===== config.mk =====
export PLATFORM = sky130hd
export DESIGN_NAME = fs_dither_stream
export DESIGN_NICKNAME = d
export VERILOG_FILES = /design/src/rtl/fs_dither_stream.sv
export SDC_FILE = /design/constraint.sdc
export NUM_CORES = 1
export LEC_CHECK = 0
export ABC_AREA = 1
export CAP_MARGIN = 20
export CORE_ASPECT_RATIO = 2
export CORE_MARGIN = 4
export CORE_UTILIZATION = 35
export CTS_CLUSTER_DIAMETER = 30
export CTS_CLUSTER_SIZE = 40
export DETAILED_ROUTE_END_ITERATION = 8
export GPL_TIMING_DRIVEN = 0
export PLACE_DENSITY = 0.58
export SYNTH_ARGS = -nofsm -noshare
export SYNTH_HDL_FRONTEND = slang
export SYNTH_SLANG_ARGS = --single-unit

===== constraint.sdc =====
create_clock -name clk -period 12.9 [get_ports clk]
set_clock_uncertainty 0.05 [all_clocks]
set_input_delay 3.87 -clock clk [delete_from_list [all_inputs] [get_ports clk]]
set_output_delay 3.87 -clock clk [all_outputs]
set_load 0.01 [all_outputs]

===== src/rtl/fs_dither_stream.sv =====
// rtl/fs_dither_stream.sv - streaming Floyd-Steinberg error-diffusion quantiser
//
// Accepts raster-order pixels over valid/ready and emits OUT_BITS palette
// codes one cycle later. Error is diffused with a right-neighbour carry and
// a one-row signed error buffer.
//
// Ports:
//   clk, rst                      clock, synchronous active-high reset
//   dither_en                     1 = diffuse error, 0 = plain quantisation
//   in_valid/in_ready/in_pixel    input pixel stream
//   in_sof                        marks pixel (0,0), restarts the frame
//   out_valid/out_ready/out_code  output palette code stream
//   out_eol/out_eof               code closes its row / its frame
module fs_dither_stream #(
  parameter int PIX_W    = 8,
  parameter int OUT_BITS = 1,
  parameter int IMAGEX   = 64,
  parameter int IMAGEY   = 64,
  parameter int ERR_W    = PIX_W + 2
) (
  input  logic                clk,
  input  logic                rst,
  input  logic                dither_en,
  input  logic                in_valid,
  output logic                in_ready,
  input  logic [PIX_W-1:0]    in_pixel,
  input  logic                in_sof,
  output logic                out_valid,
  input  logic                out_ready,
  output logic [OUT_BITS-1:0] out_code,
  output logic                out_eol,
  output logic                out_eof
);

  localparam int XW = (IMAGEX > 1) ? $clog2(IMAGEX) : 1;
  localparam int YW = (IMAGEY > 1) ? $clog2(IMAGEY) : 1;
  localparam int VW = ERR_W + 2;
  localparam int MW = ERR_W + 4;
  localparam logic [XW-1:0] X_LAST = XW'(IMAGEX - 1);
  localparam logic [YW-1:0] Y_LAST = YW'(IMAGEY - 1);

  logic [XW-1:0] x_q;
  logic [YW-1:0] y_q;
  logic signed [ERR_W-1:0] carry_q;
  // Partial next-row sums: nacc0_q holds e1 aimed at next-row entry x,
  // nacc1_q holds e1+e5 aimed at entry x-1; entry x-1 is completed by e3
  // of pixel x and only then written, so the current-row entry x is never
  // touched before it has been read.
  logic signed [ERR_W-1:0] nacc0_q;
  logic signed [ERR_W-1:0] nacc1_q;
  logic                    rb_valid_q;
  logic signed [ERR_W-1:0] rowbuf [IMAGEX];

  logic                    accept;
  logic [XW-1:0]           x_cur;
  logic [YW-1:0]           y_cur;
  logic                    first_col, last_col, last_row;
  logic signed [ERR_W-1:0] carry_in, row_in;
  logic signed [VW-1:0]    v;
  logic [PIX_W-1:0]        vs;
  logic [OUT_BITS-1:0]     code;
  logic [PIX_W-1:0]        recon;
  logic signed [ERR_W-1:0] e, e_d;
  logic signed [MW-1:0]    e_w, e7_p, e3_p, e5_p;
  logic signed [ERR_W-1:0] e7, e3, e5, e1;
  logic signed [ERR_W-1:0] e3_t, e5_t, e1_t, nacc0_eff;

  assign in_ready = !out_valid || out_ready;
  assign accept   = in_valid && in_ready;

  // in_sof forces the pixel to (0,0) regardless of the counters.
  assign x_cur     = in_sof ? '0 : x_q;
  assign y_cur     = in_sof ? '0 : y_q;
  assign first_col = (x_cur == '0);
  assign last_col  = (x_cur == X_LAST);
  assign last_row  = (y_cur == Y_LAST);

  assign carry_in = (dither_en && !in_sof) ? carry_q : '0;
  assign row_in   = (dither_en && !in_sof && rb_valid_q && (y_cur != '0))
                    ? rowbuf[x_cur] : '0;

  assign v = $signed({{(VW-PIX_W){1'b0}}, in_pixel})
           + $signed({{(VW-ERR_W){carry_in[ERR_W-1]}}, carry_in})
           + $signed({{(VW-ERR_W){row_in[ERR_W-1]}}, row_in});

  always_comb begin
    vs = v[PIX_W-1:0];
    if (v[VW-1])
      vs = '0;
    else if (|v[VW-2:PIX_W])
      vs = '1;
  end

  assign code = vs[PIX_W-1 -: OUT_BITS];

  // Reconstruction level: code repeated MSB-first to fill PIX_W bits.
  always_comb begin
    recon = '0;
    for (int i = 0; i < PIX_W; i++)
      recon[PIX_W-1-i] = code[OUT_BITS-1-(i % OUT_BITS)];
  end

  assign e   = $signed({{(ERR_W-PIX_W){1'b0}}, vs}) - $signed({{(ERR_W-PIX_W){1'b0}}, recon});
  assign e_d = dither_en ? e : '0;
  assign e_w = {{(MW-ERR_W){e_d[ERR_W-1]}}, e_d};

  assign e7_p = (e_w <<< 3) - e_w;
  assign e3_p = (e_w <<< 1) + e_w;
  assign e5_p = (e_w <<< 2) + e_w;
  assign e7   = ERR_W'(e7_p >>> 4);
  assign e3   = ERR_W'(e3_p >>> 4);
  assign e5   = ERR_W'(e5_p >>> 4);
  // Remainder term keeps the four shares summing exactly to e.
  assign e1   = e_d - e7 - e3 - e5;

  assign e3_t      = (first_col || last_row) ? '0 : e3;
  assign e5_t      = last_row ? '0 : e5;
  assign e1_t      = (last_col || last_row) ? '0 : e1;
  assign nacc0_eff = first_col ? '0 : nacc0_q;

  always_ff @(posedge clk) begin
    if (rst) begin
      x_q        <= '0;
      y_q        <= '0;
      carry_q    <= '0;
      nacc0_q    <= '0;
      nacc1_q    <= '0;
      rb_valid_q <= 1'b0;
      out_valid  <= 1'b0;
      out_code   <= '0;
      out_eol    <= 1'b0;
      out_eof    <= 1'b0;
    end else begin
      if (accept) begin
        out_valid <= 1'b1;
        out_code  <= code;
        out_eol   <= last_col;
        out_eof   <= last_col && last_row;
        carry_q   <= last_col ? '0 : e7;
        nacc1_q   <= nacc0_eff + e5_t;
        nacc0_q   <= e1_t;
        if (in_sof)
          rb_valid_q <= 1'b0;
        else if (last_col)
          rb_valid_q <= 1'b1;
        if (last_col) begin
          x_q <= '0;
          y_q <= last_row ? '0 : y_cur + YW'(1);
        end else begin
          x_q <= x_cur + XW'(1);
          y_q <= y_cur;
        end
      end else if (out_ready) begin
        out_valid <= 1'b0;
      end
    end
  end

  // Buffer contents are qualified by rb_valid_q, so they need no reset.
  always_ff @(posedge clk) begin
    if (accept) begin
      if (!first_col)
        rowbuf[x_cur - XW'(1)] <= nacc1_q + e3_t;
      if (last_col)
        rowbuf[x_cur] <= nacc0_eff + e5_t;
    end
  end

endmodule

# == After elaboration in Yosys (flattened, before gate mapping) ==
# Memory sizes are Yosys's and may differ from the RTL's.
# Cells that the tools add are included.
# classes
n_eq_ne,2
addsub,14
reduce_logical,16
mux,25
# ops
cell,n
two-way mux 10 bit,8
two-way mux 6 bit,5
adder 11 x 10 -> 12 bit,2
adder 10 bit,2
two-way mux 8 bit,2
subtractor 13 x 10 -> 14 bit,1
adder 12 x 10 -> 13 bit,1
adder 6 x 1 -> 6 bit (second input constant),2
== test 6 bit (second input constant),2
adder 9 x 10 -> 11 bit,1
two-way mux 1 bit,10
subtractor 10 bit,1
subtractor 10 x 8 -> 10 bit,1
subtractor 10 x 9 -> 10 bit,1
subtractor 8 x 8 -> 9 bit,1
zero test 6 bit,1
nonzero test 6 bit,1
subtractor 6 x 1 -> 6 bit (second input constant),1
logical AND 1 bit,5
nonzero test 2 bit,2
logical OR 1 bit,3
OR reduction 3 bit,1
zero test 1 bit,2
AND reduction 2 bit,1
# word_totals
ramBits,640
output_inout_bits,5
elab_cells,68
memories,1
reg_bits,47
inputBits,14
# memory_table
memory,words,width,read_ports,rd_ports_with_merged_regs,wr,line,text
rowbuf,64,10,1,0,2,52,logic signed [ERR_W-1:0] rowbuf [IMAGEX];

# == Logic depth before layout (Yosys ltp) ==
# Gate-level depths: netlist (run 1).
# depth
depth_word,16
mapped_depth,68
depth_no_buf,64

# == Least setup slack after synthesis (run 1) ==
# Ideal clock, no wire load.
# synth_timing
kind,input-to-reg
start,in in_sof
end,reg nacc0_q[6]
arrival_time_ps,11887
required_ps,12718
setup_ps,132
slack_ps,831
path_stages,50
n_path_buf,3
path_cell_list,buf_4 > inv_4 > nand2_1 > nor2_1 > nand2_1 > buf_2 > buf_2 > o22ai_1 > nor2_1 > nand2_1 > nand2_1 > nand3_1 > nor2_1 > fa_1 > ha_1 > inv_1 > fa_1 > inv_1 > (+14 left out) > nand3_1 > nand2_1 > nor2_1 > nor3_1 > inv_1 > ha_1 > xnor2_1 > inv_1 > ha_1 > fa_1 > fa_1 > fa_1 > nand3b_1 > nand3_1 > a21oi_1 > or2_2 > nand3_1 > a21oi_1
# synth_via
elab_chain_len,16
word_cells_on_any_way,27
classes_between,add/sub: 9; eq/ne: 2; mux: 8; reduce/logical: 7; memory: 1
# synth_lines
item,line,text
"start, declared",27,"input logic in_sof,"
branches (longest 5 deep; another with memory read (64 x 10 bit)),--,
adder 11 x 10 -> 12 bit (*),84,"+ $signed({{(VW-ERR_W){row_in[ERR_W-1]}}, row_in});"
OR reduction 3 bit,90,else if (|v[VW-2:PIX_W])
two-way mux 8 bit,90,
two-way mux 8 bit (*),88,if (v[VW-1])
net vs[7],60,logic [PIX_W-1:0] vs;
subtractor 8 x 8 -> 9 bit (*),103,"assign e = $signed({{(ERR_W-PIX_W){1'b0}}, vs}) - $signed({{(ERR_W-PIX_W){1'b0}}, recon});"
two-way mux 10 bit (*),104,assign e_d = dither_en ? e : '0;
subtractor 13 x 10 -> 14 bit,107,assign e7_p = (e_w <<< 3) - e_w;
subtractor 10 bit,114,assign e1 = e_d - e7 - e3 - e5;
subtractor 10 x 8 -> 10 bit,114,
subtractor 10 x 9 -> 10 bit (*),114,
two-way mux 10 bit (*),118,assign e1_t = (last_col || last_row) ? '0 : e1;
"end signal, assigned",141,nacc0_q <= e1_t;
"end, declared",49,logic signed [ERR_W-1:0] nacc0_q;
# Mark *: on every way through the listed nets, which the timed path passes.
# A chain may end at the register's enable or synchronous reset.

# == Worst setup path in the final report (run 1) ==
# Ends and elaborated chain as after synthesis.

==> impl_table.tex, run 1 <==
\begin{tabular}{lr}
\hline
Metric & Value \\
\hline
\multicolumn{2}{l}{\textbf{Run status}} \\
Result of the run & completed \\
\multicolumn{2}{l}{\textbf{GRT}} \\
Global-route wire length before repair & 217 mm \\
Grt ovf & 0 \\
Number of antenna violations at the first check in global routing & 4 \\
Pin count of the biggest net entering global routing & 20 \\
Via count of the first global-routing pass & 29900 \\
Overall Global Routing Usage & 27.5\% \\
\multicolumn{2}{l}{\textbf{Power}} \\
Sequential share of power & 22.4\% \\
Part of the total power dissipated in combinational logic & 59.9\% \\
Sw Share & 46.4\% \\
Worst-case vdd ir drop & 1.31 mV \\
Portion of total power attributed to the clock network & 17.7\% \\
Leakage power total & 0.0189 uW \\
Cell internal power dissipation & 7570 uW \\
Switching pwr & 6540 uW \\
Power Density & 314 nW/um\^{}2 \\
\multicolumn{2}{l}{\textbf{Routing}} \\
Count of antenna-violating nets left after detailed routing & 0 \\
WL/cell & 27.8 um \\
Initial detailed-routing violation count & 2686 \\
DRC viols & 0 \\
Total number of vias & 30000 \\
Average vias per placed instance & 5.29 \\
Final routed wirelength across all metal layers & 158 mm \\
Pre-antenna DRT Iters & 8 \\
\multicolumn{2}{l}{\textbf{Cells and area}} \\
Share of layout cells above drive strength 1 & 13.6\% \\
Area growth from synthesis to layout & 19.3\% \\
Multi-input gate area in the final layout & 15500 um\^{}2 \\
Total of fill cells in the finished design & 10300 \\
Nets & 4345 \\
Area taken by flip-flops and latches & 20200 um\^{}2 \\
Finished Layout Cells & 5672 \\
\multicolumn{2}{l}{\textbf{Placement}} \\
Port Buf Inserts & 17 \\
Placer Congestion & 1.09 \\
Worst Setup Slack post-DPL & -3480 ps \\
Detailed placement HPWL & 120 mm \\
Cells after DPL & 5487 \\
\multicolumn{2}{l}{\textbf{STA}} \\
Final worst path period need & 12550 ps \\
Tightest Pin Transition & 1230 ps \\
Slack of the critical path & 354 ps \\
Number of setup violations in the final report & 0 \\
Normalized max-slew margin & 17.9\% \\
Share of the clock period used by the worst path after layout & 97.3\% \\
Maximum achievable frequency & 0.0797 GHz \\
Final Hold Fails & 0 \\
Max Slew Vio Count & 0 \\
Hold\_ws & 412 ps \\
\multicolumn{2}{l}{\textbf{Worst setup path}} \\
Critical path depth in cells & 45 \\
Capture point of the worst reg-to-reg path & nacc0\_q[6] \\
Worst endpoint required time & 13370 ps \\
Top fanout value on the critical path & 10 \\
Nature of the critical path endpoint & flop \\
Endpoint of the worst setup timing path & nacc0\_q[6] \\
Setup slack, reg-to-reg & 2620 ps \\
Critical path origin & in\_sof \\
Classification of the worst setup path & in -> reg \\
Endpoint arrival time on the critical path & 13020 ps \\
Slowest cell on the critical path & fa\_1 \\
Worst reg-to-reg path cell count & 43 \\
Startpoint of the worst-slack reg-to-reg timing path & x\_q[0] \\
Gate family responsible for the most delay along the worst path & adder cells \\
Worst path bufs/invs & 9 \\
Most numerous cell on the critical path & nand2\_1 \\
CP Launch Type & input port \\
Largest stage delay on the critical path & 510 ps \\
\multicolumn{2}{l}{\textbf{Synthesis}} \\
Post-synthesis net count & 4162 \\
Main flop type after synthesis & edfxtp\_1 \\
Ys Warns & 0 \\
Post-synthesis instance area & 37600 um\^{}2 \\
Avg Synthesized Cell Area & 9.30 um\^{}2 \\
Part of the Yosys area used for sequential elements & 53.6\% \\
Post-synth cell types & 47 \\
Number of flops mapped to enable cells by yosys & 640 \\
Number of register bits inferred by synthesis & 687 \\
Number of cells produced by synthesis & 4045 \\
Share of synthesized registers carrying an async set or reset & 0\% \\
\multicolumn{2}{l}{\textbf{Clock network}} \\
Clock slew at reported path FFs & 60 ps \\
Clock tree from TritonCTS & done \\
Cts bufs inserted & 84 \\
Number of hold-repair buffers added at the cts stage & 0 \\
Clock latency on the worst-skew pair & 700 ps \\
Number of levels the H-tree was split into & 3 \\
Clock root buffer & clkbuf\_16 \\
TritonCTS sink count & 687 \\
Number of buffers on the longest clock path & 3 \\
\multicolumn{2}{l}{\textbf{Floorplanning}} \\
Die span in x & 240 um \\
Initial cell density of the core & 35.4\% \\
Vert. Die Dim & 472 um \\
Total core area & 106000 um\^{}2 \\
Total Die Area & 113000 um\^{}2 \\
Count of boundary I/O pins & 19 \\
Num rows & 169 \\
\multicolumn{2}{l}{\textbf{Job}} \\
\# Max-Cap Violations & 0 \\
\multicolumn{2}{l}{\textbf{Worst hold path}} \\
HP Start & nacc0\_q[5] \\
Classification of the worst-slack hold path & reg -> reg \\
\hline
\end{tabular}
[worst min-delay path by stage]
stage,end,cells after the start
after floorplan,y_q[1],2
after global placement,y_q[3],2
after detailed placement,nacc0_q[5],2
after CTS,nacc0_q[5],2
after global routing,nacc0_q[7],2
final,nacc0_q[5],2
[flip-flops by register name, summed over array words and instances (netlist names)]
register and flops:
out_code 1, nacc0_q 10, y_q 6, x_q 6
out_valid 1, out_eof 1, rb_valid_q 1, out_eol 1
carry_q 10, rowbuf 640, nacc1_q 10
[worst min-delay path, cell delays in order, from the launching register on]
cell and delay, ps:
dfxtp_1 310, nand2_1 60, a21oi_1 50
[cell type report]
class / count / area share, %
plain buffers: 305 / 4.20
multi-input cells: 2711 / 34.6
clock buffers: 85 / 4.69
inverters: 339 / 2.88
repair buffers: 100 / 2.90
clock inverters: 73 / 1.96
flip-flops and latches: 687 / 44.9
diodes: 4 / 0.0223
well taps: 1368 / 3.81
[power by group through the flow]
stage | clock, uW | combinational, uW | sequential (uW)
3_3_place_gp | 0 | 7480 | 3200
3_5_place_dp | 0 | 7670 | 3210
4_1_cts | 2490 | 7950 | 3160
6_report | 2490 | 8460 | 3160
2_1_floorplan | 0 | 5440 | 3200
5_1_grt | 2580 | 9330 | 3160
[cells in the final DEF, fill, tap and decap left out, types with 70 or more instances in the layout]
cell type / n
o21ai_0: 226
nand2_1: 773
clkbuf_16: 84
nand3_1: 79
o21ai_1: 96
nor2_1: 573
xor2_1: 309
xnor2_1: 126
ha_1: 70
a21oi_1: 92
clkbuf_1: 127
inv_1: 329
edfxtp_1: 640
[synthesized netlist by cell type (7+ instances only)]
library cell	n	share of area [%]
buf_2	88	1.2
clkbuf_1	178	1.8
and2_1	61	1.0
dfxtp_1	47	2.5
buf_4	13	0.26
nand4_1	12	0.20
nor3_1	10	0.13
buf_1	21	0.21
o22ai_1	63	1.0
inv_1	333	3.3
xor2_1	315	7.3
edfxtp_1	640	51
ha_1	76	2.5
nor2_4	7	0.21
o21ai_0	240	3.2
o211ai_1	8	0.16
a31oi_1	7	0.12
a21oi_1	99	1.3
xnor2_1	129	3.0
nor2_1	637	6.4
nand2_1	799	8.0
nand3b_1	7	0.14
o21ai_1	84	1.1
buf_6	8	0.24
fa_1	27	1.4
nand3_1	89	1.2
[layer usage]
metal | GRT usage (%) | vias to the layer above | wire (um) | part of all wire (%)
met5 | 0 | - | 1 | 0.00063
met1 | 24.5 | 14400 | 46000 | 29
met2 | 50.1 | 1422 | 81200 | 51
met4 | 27.7 | 2 | 21300 | 14
li1 | - | 13500 | - | -
met3 | 4.80 | 669 | 9340 | 5.9
[per-stage QoR]
stage | cell area (um^2) | setup TNS [ps] | power (uW) | util, %
floorplan | 37600 | 0 | 8640 | -
global placement | 39500 | -1465810 | 10700 | 37.1
detailed placement | 40500 | -1398850 | 10900 | 38.1
CTS | 44200 | 0 | 13600 | 41.5
global route | 44900 | -307 | 15100 | 42.2
finish | 44900 | 0 | 14100 | 42.2
[kinds of logic after synthesis]
group,Yosys count,share of synthesized area (%)
simple gates,1642,17.6
flops,687,53.6
buf+inv,647,7.04
compound gates,520,7.36
xor+xnor,446,10.4
fa+ha+maj,103,3.96
[timing repair]
action                     4_1_cts  5_1_grt
gates resized for setup        231      198
pin swaps                        3        6
buffers inserted                 6       18
setup endpoints to repair      659      494
Power figures use the tool's default switching activity.
==> inputs of run 2 (changes only) <==
- PLACE_DENSITY: 0.58 -> not set
==> run 2 against run 1 <==
The run now ends with DRC left. Critical path depth is 5 higher. Non-clock buffer count is 13 higher. Cell count is 0.28% higher. Core utilization is 0.058 points higher. Combinational power is 2% lower. First-iteration DRC count is 7.1% lower. Clock-buffer cell count is 7 higher. Sequential power hardly changed. Global-route usage is 0.055 points lower. Design area is 0.14% higher. Critical path type unchanged. Critical endpoint is now rowbuf[39][7]. Largest cell class unchanged.
==> impl_table.tex, run 2 (synthesis results as in run 1) <==
\begin{tabular}{lr}
\hline
Metric & Value \\
\hline
\multicolumn{2}{l}{\textbf{Worst setup path}} \\
Most numerous cell on the critical path & nand2\_1 \\
Startpoint of the worst-slack reg-to-reg timing path & x\_q[0] \\
Slowest cell on the critical path & fa\_1 \\
Setup slack, reg-to-reg & 2940 ps \\
Worst endpoint required time & 13310 ps \\
Capture point of the worst reg-to-reg path & rowbuf[39][7] \\
Worst reg-to-reg path cell count & 51 \\
Top fanout value on the critical path & 12 \\
Largest stage delay on the critical path & 580 ps \\
Nature of the critical path endpoint & flop \\
Endpoint arrival time on the critical path & 12840 ps \\
Classification of the worst setup path & in -> reg \\
CP Launch Type & input port \\
\multicolumn{2}{l}{\textbf{Worst hold path}} \\
HP Start & nacc0\_q[4] \\
Worst hold path depth & 2 \\
WHS Endpoint & nacc0\_q[4] \\
Classification of the worst-slack hold path & reg -> reg \\
\multicolumn{2}{l}{\textbf{Floorplanning}} \\
Die span in x & 240 um \\
Vert. Die Dim & 472 um \\
Num rows & 169 \\
Initial cell density of the core & 35.4\% \\
Total core area & 106000 um\^{}2 \\
Total Die Area & 113000 um\^{}2 \\
Count of boundary I/O pins & 19 \\
\multicolumn{2}{l}{\textbf{STA}} \\
Max Slew Vio Count & 0 \\
Tightest Pin Transition & 1120 ps \\
Share of the clock period used by the worst path after layout & 96.4\% \\
Normalized max-slew margin & 24.6\% \\
Total Neg Setup Slack & 0 ps \\
Final worst path period need & 12430 ps \\
Number of setup violations in the final report & 0 \\
Final Hold Fails & 0 \\
Maximum achievable frequency & 0.0804 GHz \\
\multicolumn{2}{l}{\textbf{Run status}} \\
Violations in the final reports & DRC \\
Result of the run & complete, but fails checks \\
\multicolumn{2}{l}{\textbf{GRT}} \\
Global-route wire length before repair & 216 mm \\
Grt ovf & 0 \\
Via count of the first global-routing pass & 29800 \\
Pin count of the biggest net entering global routing & 20 \\
Number of antenna violations at the first check in global routing & 9 \\
Overall Global Routing Usage & 27.5\% \\
\multicolumn{2}{l}{\textbf{Clock network}} \\
Number of hold-repair buffers added at the cts stage & 0 \\
Cts bufs inserted & 84 \\
Clock slew at reported path FFs & 60 ps \\
TritonCTS sink count & 687 \\
Clock root buffer & clkbuf\_16 \\
Clock latency on the worst-skew pair & 700 ps \\
Number of buffers on the longest clock path & 3 \\
Clock tree from TritonCTS & done \\
Number of levels the H-tree was split into & 3 \\
\multicolumn{2}{l}{\textbf{Placement}} \\
Port Buf Inserts & 17 \\
Detailed placement HPWL & 120 mm \\
Placer Congestion & 1.07 \\
\multicolumn{2}{l}{\textbf{Cells and area}} \\
Top register by number of flip-flops & rowbuf \\
Area growth from synthesis to layout & 19.5\% \\
Nets & 4358 \\
Share of layout cells above drive strength 1 & 13.8\% \\
Most frequent standard cell in the layout excluding fill and tap cells & nand2\_1 \\
Most used cells in the layout excluding fill and tap cells & nand2\_1 (768), edfxtp\_1 (640), nor2\_1 (572) \\
Number of flip-flops under the largest register name & 640 \\
End-of-flow core utilization & 42.3\% \\
\multicolumn{2}{l}{\textbf{Power}} \\
Leakage power total & 0.0189 uW \\
Worst-case vdd ir drop & 1.25 mV \\
Power Density & 312 nW/um\^{}2 \\
\multicolumn{2}{l}{\textbf{Routing}} \\
Initial detailed-routing violation count & 2494 \\
DRC viols & 2 \\
Pre-antenna DRT Iters & 8 \\
Final routed wirelength across all metal layers & 158 mm \\
Total number of vias & 30100 \\
WL/cell & 27.8 um \\
Average vias per placed instance & 5.29 \\
Count of antenna-violating nets left after detailed routing & 0 \\
\multicolumn{2}{l}{\textbf{Job}} \\
\# Max-Cap Violations & 0 \\
\hline
\end{tabular}
[run 2: cell count changes in the layout (fill, tap and decap cells not counted), sizes merged, moves of 4 or more]
cell / before / now
bufinv: 2 / 8
clkinvlp: 7 / 14
clkinv: 38 / 20
diode: 4 / 8
buf: 224 / 239
clkbuf: 247 / 254
[run 2: final cells by class]
class,instances,area [um^2]
Antenna cell,8,20.0
Tap cell,1368,1710
Clock buffer,92,2200
Sequential cell,687,20200
Buffer,305,1950
Inverter,339,1290
Fill cell,10300,61400
Timing Repair Buffer,113,1240
Clock inverter,65,774
Multi-Input combinational cell,2711,15600
[run 2: how the worst max path moves through the flow]
stage | startpoint | endpoint
6_report | in_sof | rowbuf[39][7]
5_1_grt | in_sof | rowbuf[22][9]
4_1_cts | in_sof | nacc0_q[9]
3_5_place_dp | in_sof | rowbuf[48][6]
3_3_place_gp | in_sof | rowbuf[48][6]
2_1_floorplan | in_sof | nacc0_q[6]
[run 2: critical path, delay by kind of cell]
| family | cells | cell delay [ps] |
|---|---|---|
| XOR/XNOR | 2 | 530 |
| AO/OA/AOI/OAI | 5 | 1040 |
| adder cells (fa/ha/maj) | 6 | 2140 |
| AND/OR/NAND/NOR | 23 | 2720 |
| buffers and inverters | 14 | 2430 |
[run 2: report_power, final]
part / internal [uW] / total, uW / switching, uW / leakage (uW)
Combinational: 3020 / 8330 / 5320 / 0.0113
Clock: 1440 / 2530 / 1090 / 0.00142
Sequential: 3140 / 3160 / 24.1 / 0.00622
[run 2: through the flow]
stage / cells / total power, uW / hold slack (ps) / worst slack (ps) / area, um^2
3_3_place_gp: 5430 / 10600 / 404 / -3850 / 39500
6_report: 5688 / 14000 / 416 / 469 / 45000
3_5_place_dp: 5489 / 10800 / 408 / -3370 / 40400
4_1_cts: 5650 / 13700 / 416 / -6.35 / 44100
5_1_grt: 5685 / 14900 / 429 / -1.46 / 44900
2_1_floorplan: 4045 / 8640 / 391 / 831 / 37600
[run 2: routing by layer]
| layer | up-vias | global-route usage [%] | part of all wire (%) |
|---|---|---|---|
| li1 | 13500 | - | - |
| met1 | 14400 | 23.8 | 29 |
| met2 | 1462 | 49.7 | 51 |
| met3 | 701 | 5.12 | 5.8 |
| met4 | 6 | 29.1 | 14 |
| met5 | - | 0 | 0.021 |
[run 2: repair_timing]
item	CTS	global route
hold endpoints to repair	0	0
setup buffers	7	29
resized for setup	260	210
pin swaps	5	9
endpoints found under the setup margin	648	504
